==> src/rtl/fetch_pkg.sv <==
`timescale 1ns/1ps
`default_nettype none
// +--------------------------------------------------------------------+
// | fetch_pkg : shared types and constants for the instruction fetch   |
// | Rev 1.0                                                            |
// +--------------------------------------------------------------------+
package fetch_pkg;

  typedef enum logic [1:0] {
    FETCH = 2'd0,
    HELD  = 2'd1,
    DRAIN = 2'd2
  } fetch_state_e;

  localparam logic [31:0] PC_INC           = 32'd4;
  localparam logic [31:0] DEFAULT_RESET_PC = 32'h0000_0000;

endpackage : fetch_pkg
`default_nettype wire

==> src/rtl/fetch_unit.sv <==
`timescale 1ns/1ps
`default_nettype none
// +--------------------------------------------------------------------+
// | fetch_unit : PC, imem req/ack fetch, skid buffer for stalls        |
// | Rev 1.0                                                            |
// +--------------------------------------------------------------------+
module fetch_unit
  import fetch_pkg::*;
#(
  parameter logic [31:0] RESET_PC = DEFAULT_RESET_PC
) (
  input  logic        Clk,
  input  logic        Rst_n,
  input  logic        Stall,
  input  logic        Redirect,
  input  logic [31:0] RedirectPC,
  output logic        IMemReq,
  output logic [31:0] IMemAddr,
  input  logic        IMemAck,
  input  logic [31:0] IMemData,
  output logic [31:0] PCAdderOut,
  output logic [31:0] InstructionOut,
  output logic        FetchValid
);

  fetch_state_e state_q, state_d;
  logic [31:0]  pc_q, pc_d;
  logic [31:0]  req_addr_q, req_addr_d;
  logic [31:0]  buf_q, buf_d;
  logic [31:0]  buf_pc_q, buf_pc_d;
  logic [31:0]  pc_out_q, pc_out_d;
  logic [31:0]  instr_q, instr_d;
  logic         valid_q, valid_d;

  logic         ack;
  logic [31:0]  pc_inc;
  logic [31:0]  target_pc;

  assign IMemReq        = (state_q != HELD);
  assign IMemAddr       = req_addr_q;
  assign PCAdderOut     = pc_out_q;
  assign InstructionOut = instr_q;
  assign FetchValid     = valid_q;

  assign ack       = IMemAck & IMemReq;
  assign pc_inc    = pc_q + PC_INC;
  assign target_pc = {RedirectPC[31:2], 2'b00};

  always_comb begin
    state_d    = state_q;
    pc_d       = pc_q;
    req_addr_d = req_addr_q;
    buf_d      = buf_q;
    buf_pc_d   = buf_pc_q;
    pc_out_d   = pc_out_q;
    instr_d    = instr_q;
    valid_d    = valid_q;

    if (Redirect) begin
      // An un-acked request cannot be withdrawn, so it is drained first.
      pc_d     = target_pc;
      valid_d  = 1'b0;
      buf_d    = '0;
      buf_pc_d = '0;
      if ((state_q == HELD) || ack) begin
        req_addr_d = target_pc;
        state_d    = FETCH;
      end else begin
        state_d    = DRAIN;
      end
    end else begin
      unique case (state_q)
        FETCH: begin
          if (ack && !Stall) begin
            pc_out_d   = pc_inc;
            instr_d    = IMemData;
            valid_d    = 1'b1;
            pc_d       = pc_inc;
            req_addr_d = pc_inc;
          end else if (ack && Stall) begin
            buf_d      = IMemData;
            buf_pc_d   = pc_inc;
            pc_d       = pc_inc;
            req_addr_d = pc_inc;
            state_d    = HELD;
          end else if (!Stall) begin
            valid_d    = 1'b0;
          end
        end
        HELD: begin
          if (!Stall) begin
            pc_out_d = buf_pc_q;
            instr_d  = buf_q;
            valid_d  = 1'b1;
            state_d  = FETCH;
          end
        end
        DRAIN: begin
          if (ack) begin
            req_addr_d = pc_q;
            state_d    = FETCH;
          end
        end
        default: begin
          state_d = FETCH;
        end
      endcase
    end
  end

  always_ff @(posedge Clk or negedge Rst_n) begin
    if (!Rst_n) begin
      state_q    <= FETCH;
      pc_q       <= RESET_PC;
      req_addr_q <= RESET_PC;
      buf_q      <= '0;
      buf_pc_q   <= '0;
      pc_out_q   <= '0;
      instr_q    <= '0;
      valid_q    <= 1'b0;
    end else begin
      state_q    <= state_d;
      pc_q       <= pc_d;
      req_addr_q <= req_addr_d;
      buf_q      <= buf_d;
      buf_pc_q   <= buf_pc_d;
      pc_out_q   <= pc_out_d;
      instr_q    <= instr_d;
      valid_q    <= valid_d;
    end
  end

endmodule : fetch_unit
`default_nettype wire

==> config.mk <==
export PLATFORM = sky130hd
export DESIGN_NAME = fetch_unit
export DESIGN_NICKNAME = d
export VERILOG_FILES = /design/src/rtl/fetch_pkg.sv /design/src/rtl/fetch_unit.sv
export SDC_FILE = /design/constraint.sdc
export NUM_CORES = 1
export LEC_CHECK = 0
export CAP_MARGIN = 20
export CORE_MARGIN = 2
export CORE_UTILIZATION = 45
export CTS_CLUSTER_SIZE = 8
export DETAILED_ROUTE_END_ITERATION = 12
export PLACE_DENSITY = 0.74
export SLEW_MARGIN = 5
export SYNTH_ARGS = -nofsm -noshare
export SYNTH_HDL_FRONTEND = slang
export SYNTH_SLANG_ARGS = --single-unit
export TNS_END_PERCENT = 5
==> constraint.sdc <==
create_clock -name Clk -period 3 [get_ports Clk]
set_input_delay 0.9 -clock Clk [delete_from_list [all_inputs] [get_ports Clk]]
set_output_delay 0.9 -clock Clk [all_outputs]
set_load 0.01 [all_outputs]
# ---- Word level (Yosys, flattened, before mapping)
# Cells that the tools add are included.
dict set report op_classes {
  addsub 1
  n_reduce_logical 17
  n_mux 34
  eq_ne 14
  bitwise_logic 2
}
# op count
set ops {}
lappend ops {{two-way mux 32 bit} 18}
lappend ops {{case mux 32 bit (2 select lines)} 3}
lappend ops {{adder 32 x 3 -> 32 bit (second input constant)} 1}
lappend ops {{AND reduction 4 bit} 4}
lappend ops {{two-way mux 2 bit} 6}
lappend ops {{!= test 3 bit (second input constant)} 4}
lappend ops {{!= test 4 bit (second input constant)} 3}
lappend ops {{nonzero test 3 bit} 3}
lappend ops {{!= test 2 bit (second input constant)} 3}
lappend ops {{case mux 2 bit (3 select lines)} 1}
lappend ops {{nonzero test 2 bit} 3}
lappend ops {{two-way mux 1 bit} 5}
lappend ops {{!= test 2 x 1 -> 1 bit (second input constant)} 2}
lappend ops {{AND reduction 3 bit} 1}
lappend ops {{== test 2 x 1 -> 1 bit (second input constant)} 1}
lappend ops {{== test 2 bit (second input constant)} 1}
lappend ops {{logical AND 1 bit} 2}
lappend ops {{logical NOT 2 bit} 1}
lappend ops {{case mux 1 bit (2 select lines)} 1}
lappend ops {{AND reduction 2 bit} 1}
lappend ops {{AND 1 bit} 1}
lappend ops {{logical NOT 1 bit} 1}
lappend ops {{logical OR 1 bit} 1}
lappend ops {{NOT 1 bit} 1}
dict set report totals {
  out_inout_bits 98
  input_bits 69
  reg_bits 195
  word_cells 76
}

# ---- Logic depth before layout (Yosys ltp)
# Gate-level depths: netlist of the first run.
dict set report depth {
  word_depth 7
  mapped_depth 8
  mapped_depth_nobuf 6
}

# ---- Least setup slack after synthesis of the first run
# No wires, ideal clock.
dict set report synth_path {
  path_kind {register to output}
  start {reg state_q[0]}
  end {out IMemReq}
  setup_slack_ns 0.537
  stages_incl_launch_ff 7
  arrival_ns 1.563
  path_cell_list {dfrtp_1 -> clkbuf_1 -> nor2b_1 -> clkbuf_1 -> inv_1 -> clkbuf_1 -> clkbuf_1}
}
dict set report synth_between {
  elab_chain_cells 1
}
# element line_no
set synth_rtl {}
lappend synth_rtl {{start: declaration} fetch_unit.sv:26} ;# fetch_state_e state_q, state_d;
lappend synth_rtl {{start signal: assignment} fetch_unit.sv:122} ;# state_q <= state_d;
lappend synth_rtl {{!= test 2 x 1 -> 1 bit} fetch_unit.sv:39} ;# assign IMemReq = (state_q != HELD);
lappend synth_rtl {{end: declaration} fetch_unit.sv:17} ;# output logic IMemReq,
# Every way passes these cells.

# ---- Worst setup path after layout of the first run
dict set report layout_path {
  start {reg state_q[1]}
  end {out IMemReq}
}
# The elaborated chain is that of the path after synthesis.

==> reports/qor.yml, run 1 <==
hold_violations: 0
worst_setup_path_end_kind: "primary output"
track_usage_pct: 24.2
die_w_um: 150
clock_path_buffers: 2
slew_headroom_pct: 42.3
grt_max_degree: 76
power_uw: 7220
timing.critical_path.required_ns: 2.10
placementRows: 53
final_common_cell: "nand2_1"
wire_per_inst_um: 17.7
powerDensity_nw_per_um2: 593
gp_congestion: 0.916
drive_above_1_share_pct: 7.94
core-area_um2: 21000
grt-ovfl-total: 0
cts_setup_buffers: 0
status: "finished, final reports clean"
fin_worst_skew_ns: 0.0160
num_vias: 8609
fin_nets: 1304
post-route-min-period_ns: 2.75
synth_cell_types: 56
avgSynthCellArea_um2: 8.60
area_growth_pct: 26.5
crit_path_cell_trace: "nor2b_4, inv_2, clkdlybuf4s50_1"
cts_tree: "yes"
maxCapViolCount: 0
yosysSeqAreaShare_pct: 49.4
synth_edf_count: 0
finalSetupViolCount: 0
hp-class: "primary input to async pin"
ctsHoldBuffers: 0
antenna_found_initial: 0
wl_um: 26900
initial_core_util_pct: 45.8
fmax_mhz: 364
io_pins: 167
async_reset_ff_share_pct: 100
yosys_warnings: 0
hpwl_um: 18200
ys.flop_type: "dfrtp_1"
path_max_fanout: 13
diodes: 0
grt_pass1_vias: 8109
fin_crit_sh_pct: 91.6
maxSlewViolCount: 0
die_y_um: 150
final_cell_mix: "nand2_1, dfrtp_1, clkdlybuf4s50_1"
cts_buffers: 17
tightestPinTransition_ns: 0.865
grt_pass1_wl_um: 43300
ctsResizeCount: 0
drt_iter0_drc: 657
fillers: 1846
rsz0062_at_grt: "false"
peakVddDrop_mv: 0.392
fin_util_pct: 57.9
yosys_register_bits: 190
arrival_ns: 1.85
clk_pin_slew_worst_paths_ns: 0.08
leakage_uw: 0.00493
netlist_instances: 1119
htreeDepth: 4
crit_slowest_cell: "dfrtp_1"
ant_nets: 0
crit_path_start_kind: "register"
crit_type: "register to primary output"
clk_latency_ns: 0.44
portBuffers: 164
via_per_inst: 5.66
synthesis.nets: 1189
cp_slowest_stage_delay_ns: 0.63
netlist_area_um2: 9630
route.detailed.drc: 0
fin_setup_tns_ns: 0
cts_sinks: 190
die-area_um2: 22600
firstDrtPassIters: 5
ctsRootBufferMaster: "clkbuf_16"
flip-flops by register name (all words and copies together), names as in the netlist:
name / flops
FetchValid: 1
IMemAddr: 31
InstructionOut: 32
PCAdderOut: 31
buf_pc_q: 31
buf_q: 32
pc_q: 30
state_q: 2
critical path, delay by kind of cell, from the launching register on:
kind	cells	cell delay, ns
buf+inv	2	0.67
simple gates	1	0.11
flops	1	0.63
area by class of cell:
class	count	area, um2	share of cell area, %
sequential	190	4750	39.0
multi-input combinational	812	4420	36.3
timing repair buffer	206	2010	16.5
clock buffer	17	425	3.49
tap	275	344	2.83
clock inverter	15	195	1.60
inverter	7	26.3	0.216
report_power, final:
| part | total (uW) | internal, uW | switching, uW | leakage (uW) |
|---|---|---|---|---|
| Combinational | 1680 | 863 | 814 | 0.00226 |
| Sequential | 3190 | 2910 | 283 | 0.00236 |
| Clock | 2350 | 1160 | 1190 | 0.000304 |
| Total | 7220 | 4930 | 2280 | 0.00493 |
through the flow:
| step | hold WS (ns) | instance area, um2 | instances | setup slack [ns] |
|---|---|---|---|---|
| 2_1_floorplan | 0.459 | 9630 | 1119 | 0.537 |
| 3_5_place_dp | 0.465 | 11600 | 1490 | 0.112 |
| 3_3_place_gp | 0.462 | 11600 | 1490 | 0.132 |
| 4_1_cts | 0.483 | 12200 | 1522 | 0.262 |
| 6_report | 0.475 | 12200 | 1522 | 0.252 |
| 5_1_grt | 0.494 | 12200 | 1522 | 0.188 |
Yosys cell counts (all sizes together), types with 5 or more instances:
library cell | instances | area [um2]
o311ai | 8 | 70.1
a311oi | 5 | 43.8
mux2 | 12 | 135
o21ai | 72 | 360
nor3 | 42 | 210
o31ai | 6 | 45.0
o211ai | 7 | 52.6
inv | 6 | 22.5
nand2b | 7 | 43.8
nor2 | 107 | 402
xnor2 | 30 | 263
or4 | 6 | 48.8
dfrtp | 190 | 4750
xor2 | 21 | 184
mux2i | 6 | 60.1
nand2 | 224 | 841
buf | 26 | 125
and3 | 9 | 56.3
nand3 | 23 | 115
clkbuf | 84 | 318
or3 | 13 | 81.3
and2 | 5 | 31.3
a21boi | 7 | 52.6
nor4 | 18 | 113
a31oi | 41 | 257
and4 | 5 | 43.8
a21oi | 60 | 300
a211oi | 14 | 105
nand4 | 24 | 163
worst paths after layout:
| kind | slack, ns | startpoint | end | cells past startpoint |
|---|---|---|---|---|
| max | 0.25 | state_q[1] | IMemReq | 3 |
| min | 0.48 | Rst_n | buf_pc_q[29] | 1 |
| max reg2reg | 0.50 | pc_q[4] | buf_pc_q[29] | 6 |
| min reg2reg | 0.48 | PCAdderOut[9] | PCAdderOut[9] | 1 |
| max in group asynchronous | 1.75 | Rst_n | buf_pc_q[1] | 2 |
| min in group Clk | 0.48 | PCAdderOut[9] | PCAdderOut[9] | 1 |
cell families (layout without fill, tap and decap cells):
group / after synthesis / after routing / synth area share [%]
AND/OR/NAND/NOR: 492 / 492 / 23.0
flip-flops: 190 / 190 / 49.4
buffers and inverters: 117 / 245 / 4.87
XOR/XNOR: 51 / 51 / 4.64
AO/OA/AOI/OAI: 250 / 250 / 15.9
adder cells (fa/ha/maj): 1 / 1 / 0.130
multiplexers: 18 / 18 / 2.03
per-layer routing:
layer  GRT usage, %  wire, um  up-vias
met5              0         0        -
met4           7.31       627        0
met3           3.73      1660       38
met2           36.3     12200      326
met1           36.1     12500     4125
li1               -         -     4120
Note: power is estimated with default switching activity, not from simulation.
==> inputs of run 2 (changes only) <==
- CORE_UTILIZATION: 45 -> 54
- CTS_CLUSTER_SIZE: 8 -> 12
- PLACE_DENSITY: 0.74 -> 0.85
==> run 2 against run 1 <==
Compared with the run above: non-clock buffer count is 7 higher; via count is 3.2% higher; sequential share of layout area hardly changed; register-to-register slack worse by 0.10 ns; critical endpoint unchanged.
==> reports/qor.yml, run 2 (synthesis gave the netlist of run 1 again) <==
area_growth_pct: 26.6  # about the same
arrival_ns: 2.01  # +0.16 ns
grt_max_degree: 62  # -18%
crit_path_start_kind: "register"
powerDensity_nw_per_um2: 601  # +1.5%
fin_worst_skew_ns: 0.0112  # -0.00483 ns
fillers: 1327  # -28%
grt-ovfl-total: 0  # unchanged
cts_buffers: 17  # unchanged
placementRows: 48  # -9.4%
firstDrtPassIters: 5  # unchanged
peakVddDrop_mv: 0.445  # +13%
ctsRootBufferMaster: "clkbuf_16"
worst_setup_path_end_kind: "primary output"
final_area_um2: 12200  # about the same
initial_core_util_pct: 55.5  # +9.7 points
track_usage_pct: 30.0  # +5.8 points
timing.critical_path.required_ns: 2.10  # about the same
htreeDepth: 4  # unchanged
finalSetupViolCount: 0  # unchanged
hold_violations: 0  # unchanged
ant_nets: 0  # unchanged
hpwl_um: 18800  # +3.4%
num_vias: 8886  # +3.2%
clock_path_buffers: 2  # unchanged
rsz0062_at_grt: "false"
drive_above_1_share_pct: 8.53  # +0.59 points
place_area_um2: 11500  # about the same
path_max_fanout: 11  # -2
diodes: 0  # unchanged
grt_pass1_wl_um: 43800  # +1.2%
crit_type: "register to primary output"
wl_um: 28000  # +3.8%
cts_tree: "yes"
clk_latency_ns: 0.44  # about the same
die_w_um: 138  # -8.5%
fmax_mhz: 343  # -5.7%
final_cell_mix: "nand2_1, dfrtp_1, clkdlybuf4s50_1"
fin_setup_tns_ns: 0  # unchanged
core-area_um2: 17400  # -17%
wire_per_inst_um: 18.9  # +6.8%
die_y_um: 138  # -8.5%
gp_congestion: 0.931  # +1.6%
antenna_found_initial: 0  # unchanged
die-area_um2: 18900  # -16%
hp-class: "primary input to async pin"
status: "finished, final reports clean"
fin_nets: 1312  # +0.61%
post-route-min-period_ns: 2.91  # +0.165 ns
portBuffers: 164  # unchanged
fin_crit_sh_pct: 97.1  # +5.5 points
drt_iter0_drc: 911  # +39%
maxCapViolCount: 0  # unchanged
tightestPinTransition_ns: 0.668  # -0.197 ns
via_per_inst: 6.00  # +6.1%
ctsHoldBuffers: 0  # unchanged
route.detailed.drc: 0  # unchanged
final_common_cell: "nand2_1"
leakage_uw: 0.00497  # +0.90%
ctsResizeCount: 0  # unchanged
cts_sinks: 190  # unchanged
clk_pin_slew_worst_paths_ns: 0.07  # about the same
slew_headroom_pct: 55.5  # +13 points
grt_pass1_vias: 8356  # +3.0%
io_pins: 167  # unchanged
maxSlewViolCount: 0  # unchanged
-- run 2: cell count changes in the layout (fill, tap and decap cells not counted) --
cell	change
clkinv_2	+2
inv_6	+1
buf_4	+7
clkinv_4	+1
inv_12	-2
clkbuf_8	+2
clkinvlp_4	+1
clkinv_8	-2
bufinv_16	+3
inv_16	-1
nor2b_2	+1
inv_8	-5
-- run 2: timing repair --
item	CTS	global route
setup buffers	0	0
endpoints found under the hold margin	0	0
endpoints found under the setup margin	1	0
-- run 2: per-stage QoR --
step	worst slack [ns]	hold slack (ns)	power, uW	instances	utilization (%)
global route	0.0464	0.463	7630	1480	70.2
floorplan	0.537	0.459	3970	1119	-
detailed placement	0.0780	0.472	4940	1447	66.5
finish	0.0876	0.441	7330	1480	70.2
global placement	0.124	0.460	4870	1447	66.5
CTS	0.0989	0.453	7340	1480	70.2
-- run 2: final timing paths --
kind                       cells past startpoint          start             end  slack (ns)
max                                            3     state_q[0]         IMemReq        0.09
min in group Clk                               2  PCAdderOut[6]   PCAdderOut[6]        0.48
min reg2reg                                    2  PCAdderOut[6]   PCAdderOut[6]        0.48
max in group asynchronous                      2          Rst_n         pc_q[6]        1.89
max reg2reg                                    5       pc_q[12]  PCAdderOut[26]        0.40
min                                            1          Rst_n  PCAdderOut[27]        0.44
-- run 2: power breakdown --
group | total [uW] | switching, uW | internal (uW) | leakage, uW
logic | 1720 | 844 | 872 | 0.00230
clock network | 2420 | 1040 | 1380 | 0.000309
registers | 3190 | 284 | 2910 | 0.00236
total | 7330 | 2170 | 5160 | 0.00497
-- run 2: area by class of cell --
type	count	area (um2)	share of cell area [%]
multi-input combinational	813	4430	36.4
tap	225	282	2.31
sequential	190	4750	39.0
timing repair buffer	213	2060	16.9
clock inverter	13	179	1.47
clock buffer	19	453	3.72
inverter	7	26.3	0.216
-- run 2: per-layer routing --
| metal | vias to the layer above | share of wire [%] | track usage [%] |
|---|---|---|---|
| li1 | 4152 | - | - |
| met4 | 0 | 2.5 | 11.1 |
| met5 | - | 0 | 0 |
| met1 | 4275 | 43 | 42.7 |
| met2 | 407 | 46 | 45.2 |
| met3 | 52 | 8.3 | 6.36 |
-- run 2: critical path, cell delays in order, from the launching register on --
cell and delay [ns]:
dfrtp_1 0.59, nor2b_4 0.40, inv_2 0.10, clkdlybuf4s50_1 0.50
==> edit 1, RTL diff (flow settings as in run 2) <==
The 3 states of `fetch_state_e` get a one-hot encoding in 3 bits.
--- a/src/rtl/fetch_pkg.sv
+++ b/src/rtl/fetch_pkg.sv
@@ -8,6 +8,6 @@
 
-  typedef enum logic [1:0] {
-    FETCH = 2'd0,
-    HELD  = 2'd1,
-    DRAIN = 2'd2
+  typedef enum logic [2:0] {
+    FETCH = 3'b001,
+    HELD  = 3'b010,
+    DRAIN = 3'b100
   } fetch_state_e;
Formal check against the unedited RTL: no difference found for any inputs over 4 cycles, from zero or initial values and one cycle with Rst_n low; so few cycles prove little.
==> edit 1 against run 2 <==
- sequential cell count increased by 1
- wire length fell by 7.7%
- cell count shrank 3.2%
- cell area shrank 1.3%
- synthesized area fell by 0.10%
- setup slack better by 95 ps
- worst hold slack gained 19 ps
- power grew 6.8%
==> edit 1: results (changes against run 2) <==
* CP Max Fanout at 12 (was 11)
* Worst-margin pin slew at 781 ps (was 668 ps)
* Worst R2R End: pc_q[26]$_DFFE_PN0P_ (was PCAdderOut[26]$_DFFE_PN0P_)
* Final Skew at 10.3 ps (was 11.2 ps)
* Static leakage at 4.83 nW (was 4.97 nW)
* Run status: finished, final reports clean (unchanged)
* Cell count after synthesis at 1076 (was 1119)
* HPWL after DPL at 17.6 mm (was 18.8 mm)
* Met1 wire length at 10.5 mm (was 12.1 mm)
* Routed wire length at 25.8 mm (was 28.0 mm)
* GR Util met3 at 0.0482 (was 0.0636)
* Vias in the first global route at 7984 (was 8356)
* Max stage delay cell, worst path: clkdlybuf4s50_1 (was dfrtp_1)
* Met1 usage at 0.386 (was 0.427)
* Worst setup startpoint: state_q[2]$_DFFE_PN0P_ (was state_q[0]$_DFFE_PN0P_)
* Pin count of the biggest net entering global routing at 71 (was 62)
* RePlAce Congestion at 0.916 (was 0.931)
* Final nets at 1265 (was 1312)
* Met3 wire len at 2.09 mm (was 2.32 mm)
* Root buffer cell: clkbuf_16 (unchanged)
* Gr usage total at 0.279 (was 0.300)
* Critical path class: reg -> out (unchanged)
* GRT met2 Usage at 0.449 (was 0.452)
* Initial DRC Count at 914 (was 911)
* Worst-Skew Late Latency at 440 ps (about the same)
* Reg2Reg Depth at 6 (was 5)
* Worst vdd ir at 0.000463 V (was 0.000445 V)
* DR WL/cell at 18.0 microns (was 18.9 microns)
* Seq/Total Area, Yosys at 0.497 (was 0.494)
* P_int at 5.44 mW (was 5.16 mW)
* Cells after DPL at 1401 (was 1447)
* Global-route wire length before repair at 41.0 mm (was 43.8 mm)
* Post-synth top cells: 212 x nand2_1, 190 x dfrtp_1, 119 x nor2_1 (was 224 x nand2_1, 190 x dfrtp_1, 107 x nor2_1)
* Vias at 8449 (was 8886)
* Share of cells above drive strength 1 at 0.0911 (was 0.0853)
* FF-to-FF setup slack at 530 ps (was 400 ps)
* Crit path arrival time at 1920 ps (was 2010 ps)
* Post-synthesis net count at 1146 (was 1189)
* Ranking of synthesized cells by area: dfrtp_1 49%, nand2_1 8.3%, xnor2_1 5.3%, nor2_1 4.6%, a21oi_1 4.0% (was dfrtp_1 49%, nand2_1 8.7%, nor2_1 4.2%, o21ai_0 3.3%, clkbuf_1 3.2%)
* Initial antenna violation count at 1 (was 0)
* Unique cell type count in the Yosys netlist at 63 (was 56)
==> edit 1: changes by cell type in the layout (fill, tap and decap cells not counted), sizes merged, moves of 12 or more <==
cell	run 2	this run
a21oi	60	77
xnor2	30	58
buf	50	38
o21ai	72	47
nand4	24	9
nor2	107	119
==> edit 1: kinds of logic (layout without fill, tap and decap cells) <==
logic type | after synthesis | count (layout) | share of synthesized area
other cells | 0 | 1 | 0
compound gates | 222 | 222 | 0.141
xor+xnor | 81 | 81 | 0.0738
simple gates | 457 | 457 | 0.220
flops | 191 | 191 | 0.497
mux | 15 | 15 | 0.0165
buf+inv | 109 | 240 | 0.0501
fa+ha+maj | 1 | 1 | 0.00130
==> edit 1: power by group through the flow <==
stage               clock, mW  combinational [mW]  sequential [mW]
floorplan                   0               0.862             3.49
global placement            0                2.07             3.40
detailed placement          0                2.13             3.42
CTS                      2.30                2.15             3.38
global route             2.41                2.32             3.44
finish                   2.29                2.14             3.38
==> edit 1: timing repair <==
| item | in CTS | in global routing |
|---|---|---|
| gates resized for setup | 0 | 1 |
| hold endpoints to repair | 0 | 0 |
| setup endpoints to repair | 0 | 1 |
==> edit 1: cell type report <==
cell class,count,area [sq um]
timing repair buffer,201,1980
inverter,8,30.0
multi-input combinational,776,4370
sequential,191,4780
clock inverter,12,131
tap,225,282
antenna,1,2.50
clock buffer,19,453
fill,1273,5330
==> edit 1: stage by stage <==
step | power [mW] | worst slack [ps] | utilization | instance area (sq um) | hold WS (ps)
floorplan | 4.35 | 568 | - | 9620 | 467
global placement | 5.48 | 86.3 | 0.659 | 11400 | 460
detailed placement | 5.56 | 60.6 | 0.659 | 11400 | 466
CTS | 7.83 | 57.9 | 0.693 | 12000 | 483
global route | 8.17 | 92.0 | 0.693 | 12000 | 490
finish | 7.82 | 182 | 0.693 | 12000 | 460
==> edit 2, RTL diff (settings of run 2) <==
Made on the original files. `buf_q`, `buf_pc_q` and `instr_q` no longer have a reset.
--- a/src/rtl/fetch_unit.sv
+++ b/src/rtl/fetch_unit.sv
@@ -115,6 +115,3 @@
       req_addr_q <= RESET_PC;
-      buf_q      <= '0;
-      buf_pc_q   <= '0;
       pc_out_q   <= '0;
-      instr_q    <= '0;
       valid_q    <= 1'b0;
@@ -124,8 +121,11 @@
       req_addr_q <= req_addr_d;
-      buf_q      <= buf_d;
-      buf_pc_q   <= buf_pc_d;
       pc_out_q   <= pc_out_d;
-      instr_q    <= instr_d;
       valid_q    <= valid_d;
     end
+  end
+
+  always_ff @(posedge Clk) begin
+    buf_q    <= buf_d;
+    buf_pc_q <= buf_pc_d;
+    instr_q  <= instr_d;
   end
Formal check against the unedited RTL: not equivalent (Yosys sat finds a counterexample within 4 cycles, from zero or initial values and one cycle with Rst_n low).
==> edit 2 against run 2 <==
- power is 6.8% lower
- clock power shrank 2%
- first-iteration DRC count fell by 26%
- synthesized area shrank 5.4%
- setup slack gained 230 ps
- via count shrank 8.7%
- cell area down 5.5%
- cell count shrank 5.8%
- synthesized cell count shrank 7.1%
- sequential cell count decreased by 2
- wire length decreased by 13%
- combinational power shrank 20%
- sequential power shrank 3%
==> edit 2: results (changes against run 2) <==
* Filler instances at 1239 (was 1327)
* Total power draw at 6.83 mW (was 7.33 mW)
* Flop+latch power at 3.09 mW (was 3.19 mW)
* Compound-Gate Fraction of Synth Area at 0.152 (was 0.159)
* Worst vdd ir at 0.000463 V (was 0.000445 V)
* Vias in the first global route at 7698 (was 8356)
* Cell count after synthesis at 1039 (was 1119)
* Vias at 8109 (was 8886)
* Worst R2R End: IMemAddr[30]$_DFFE_PN0P_ (was PCAdderOut[26]$_DFFE_PN0P_)
* P_int at 4.90 mW (was 5.16 mW)
* Ranking of synthesized cells by area: dfrtp_1 26%, dfxtp_1 14%, edfxtp_1 11%, nand2_1 9.1%, a21oi_1 4.7% (was dfrtp_1 49%, nand2_1 8.7%, nor2_1 4.2%, o21ai_0 3.3%, clkbuf_1 3.2%)
* Post-synth top cells: 220 x nand2_1, 94 x dfrtp_1, 88 x nor2_1 (was 224 x nand2_1, 190 x dfrtp_1, 107 x nor2_1)
* Dpl cell area at 10900 sq um (was 11500 sq um)
* Post-route insts no fill at 1394 (was 1480)
* Worst hold margin at 388 ps (was 441 ps)
* Run status: finished, final reports clean (unchanged)
* HPWL after DPL at 16.6 mm (was 18.8 mm)
* Gr usage total at 0.275 (was 0.300)
* Share of cells above drive strength 1 at 0.0775 (was 0.0853)
* RePlAce Congestion at 0.937 (was 0.931)
* Comb pwr share at 0.201 (was 0.234)
* FF-to-FF setup slack at 530 ps (was 400 ps)
* Async SR Flop Fraction at 0.500 (was 1.00)
* Global-route wire length before repair at 39.1 mm (was 43.8 mm)
* Clock period minus worst slack at 2690 ps (was 2910 ps)
* Adder-Cell Fraction of Synth Area at 0.00137 (was 0.00130)
* Max stage delay cell, worst path: clkdlybuf4s50_1 (was dfrtp_1)
* Worst R2R Start: pc_q[2]$_DFFE_PN0P_ (was pc_q[12]$_DFFE_PN0P_)
* PortBufs at 162 (was 164)
* Pin count of the biggest net entering global routing at 60 (was 62)
* Final nets at 1231 (was 1312)
## edit 2: changes by cell type in the layout (fill, tap and decap cells not counted), moves of 7 or more
cell / run 2 / this run
nand3_1: 23 / 34
edfxtp_1: 0 / 32
a41oi_1: 0 / 11
dfrtp_1: 190 / 94
a31oi_1: 41 / 9
o311ai_0: 8 / 0
a21oi_1: 60 / 86
nor2_1: 107 / 88
mux2_2: 12 / 5
dfxtp_1: 0 / 62
or3_1: 13 / 6
nor3_1: 42 / 23
buf_4: 46 / 29
## edit 2: layer usage
layer | GRT usage | vias to the layer above | wire length [microns]
li1 | - | 3851 | -
met1 | 0.386 | 3837 | 10500
met2 | 0.429 | 373 | 11400
met3 | 0.0559 | 48 | 1880
met4 | 0.0892 | 0 | 489
met5 | 0 | - | 0
## edit 2: cell type report
class,instances,area (sq um),area share
sequential,188,4550,0.396
multi-input combinational,747,4060,0.352
timing repair buffer,197,1960,0.171
clock buffer,22,497,0.0431
tap,220,275,0.0239
clock inverter,10,128,0.0111
inverter,10,37.5,0.00326
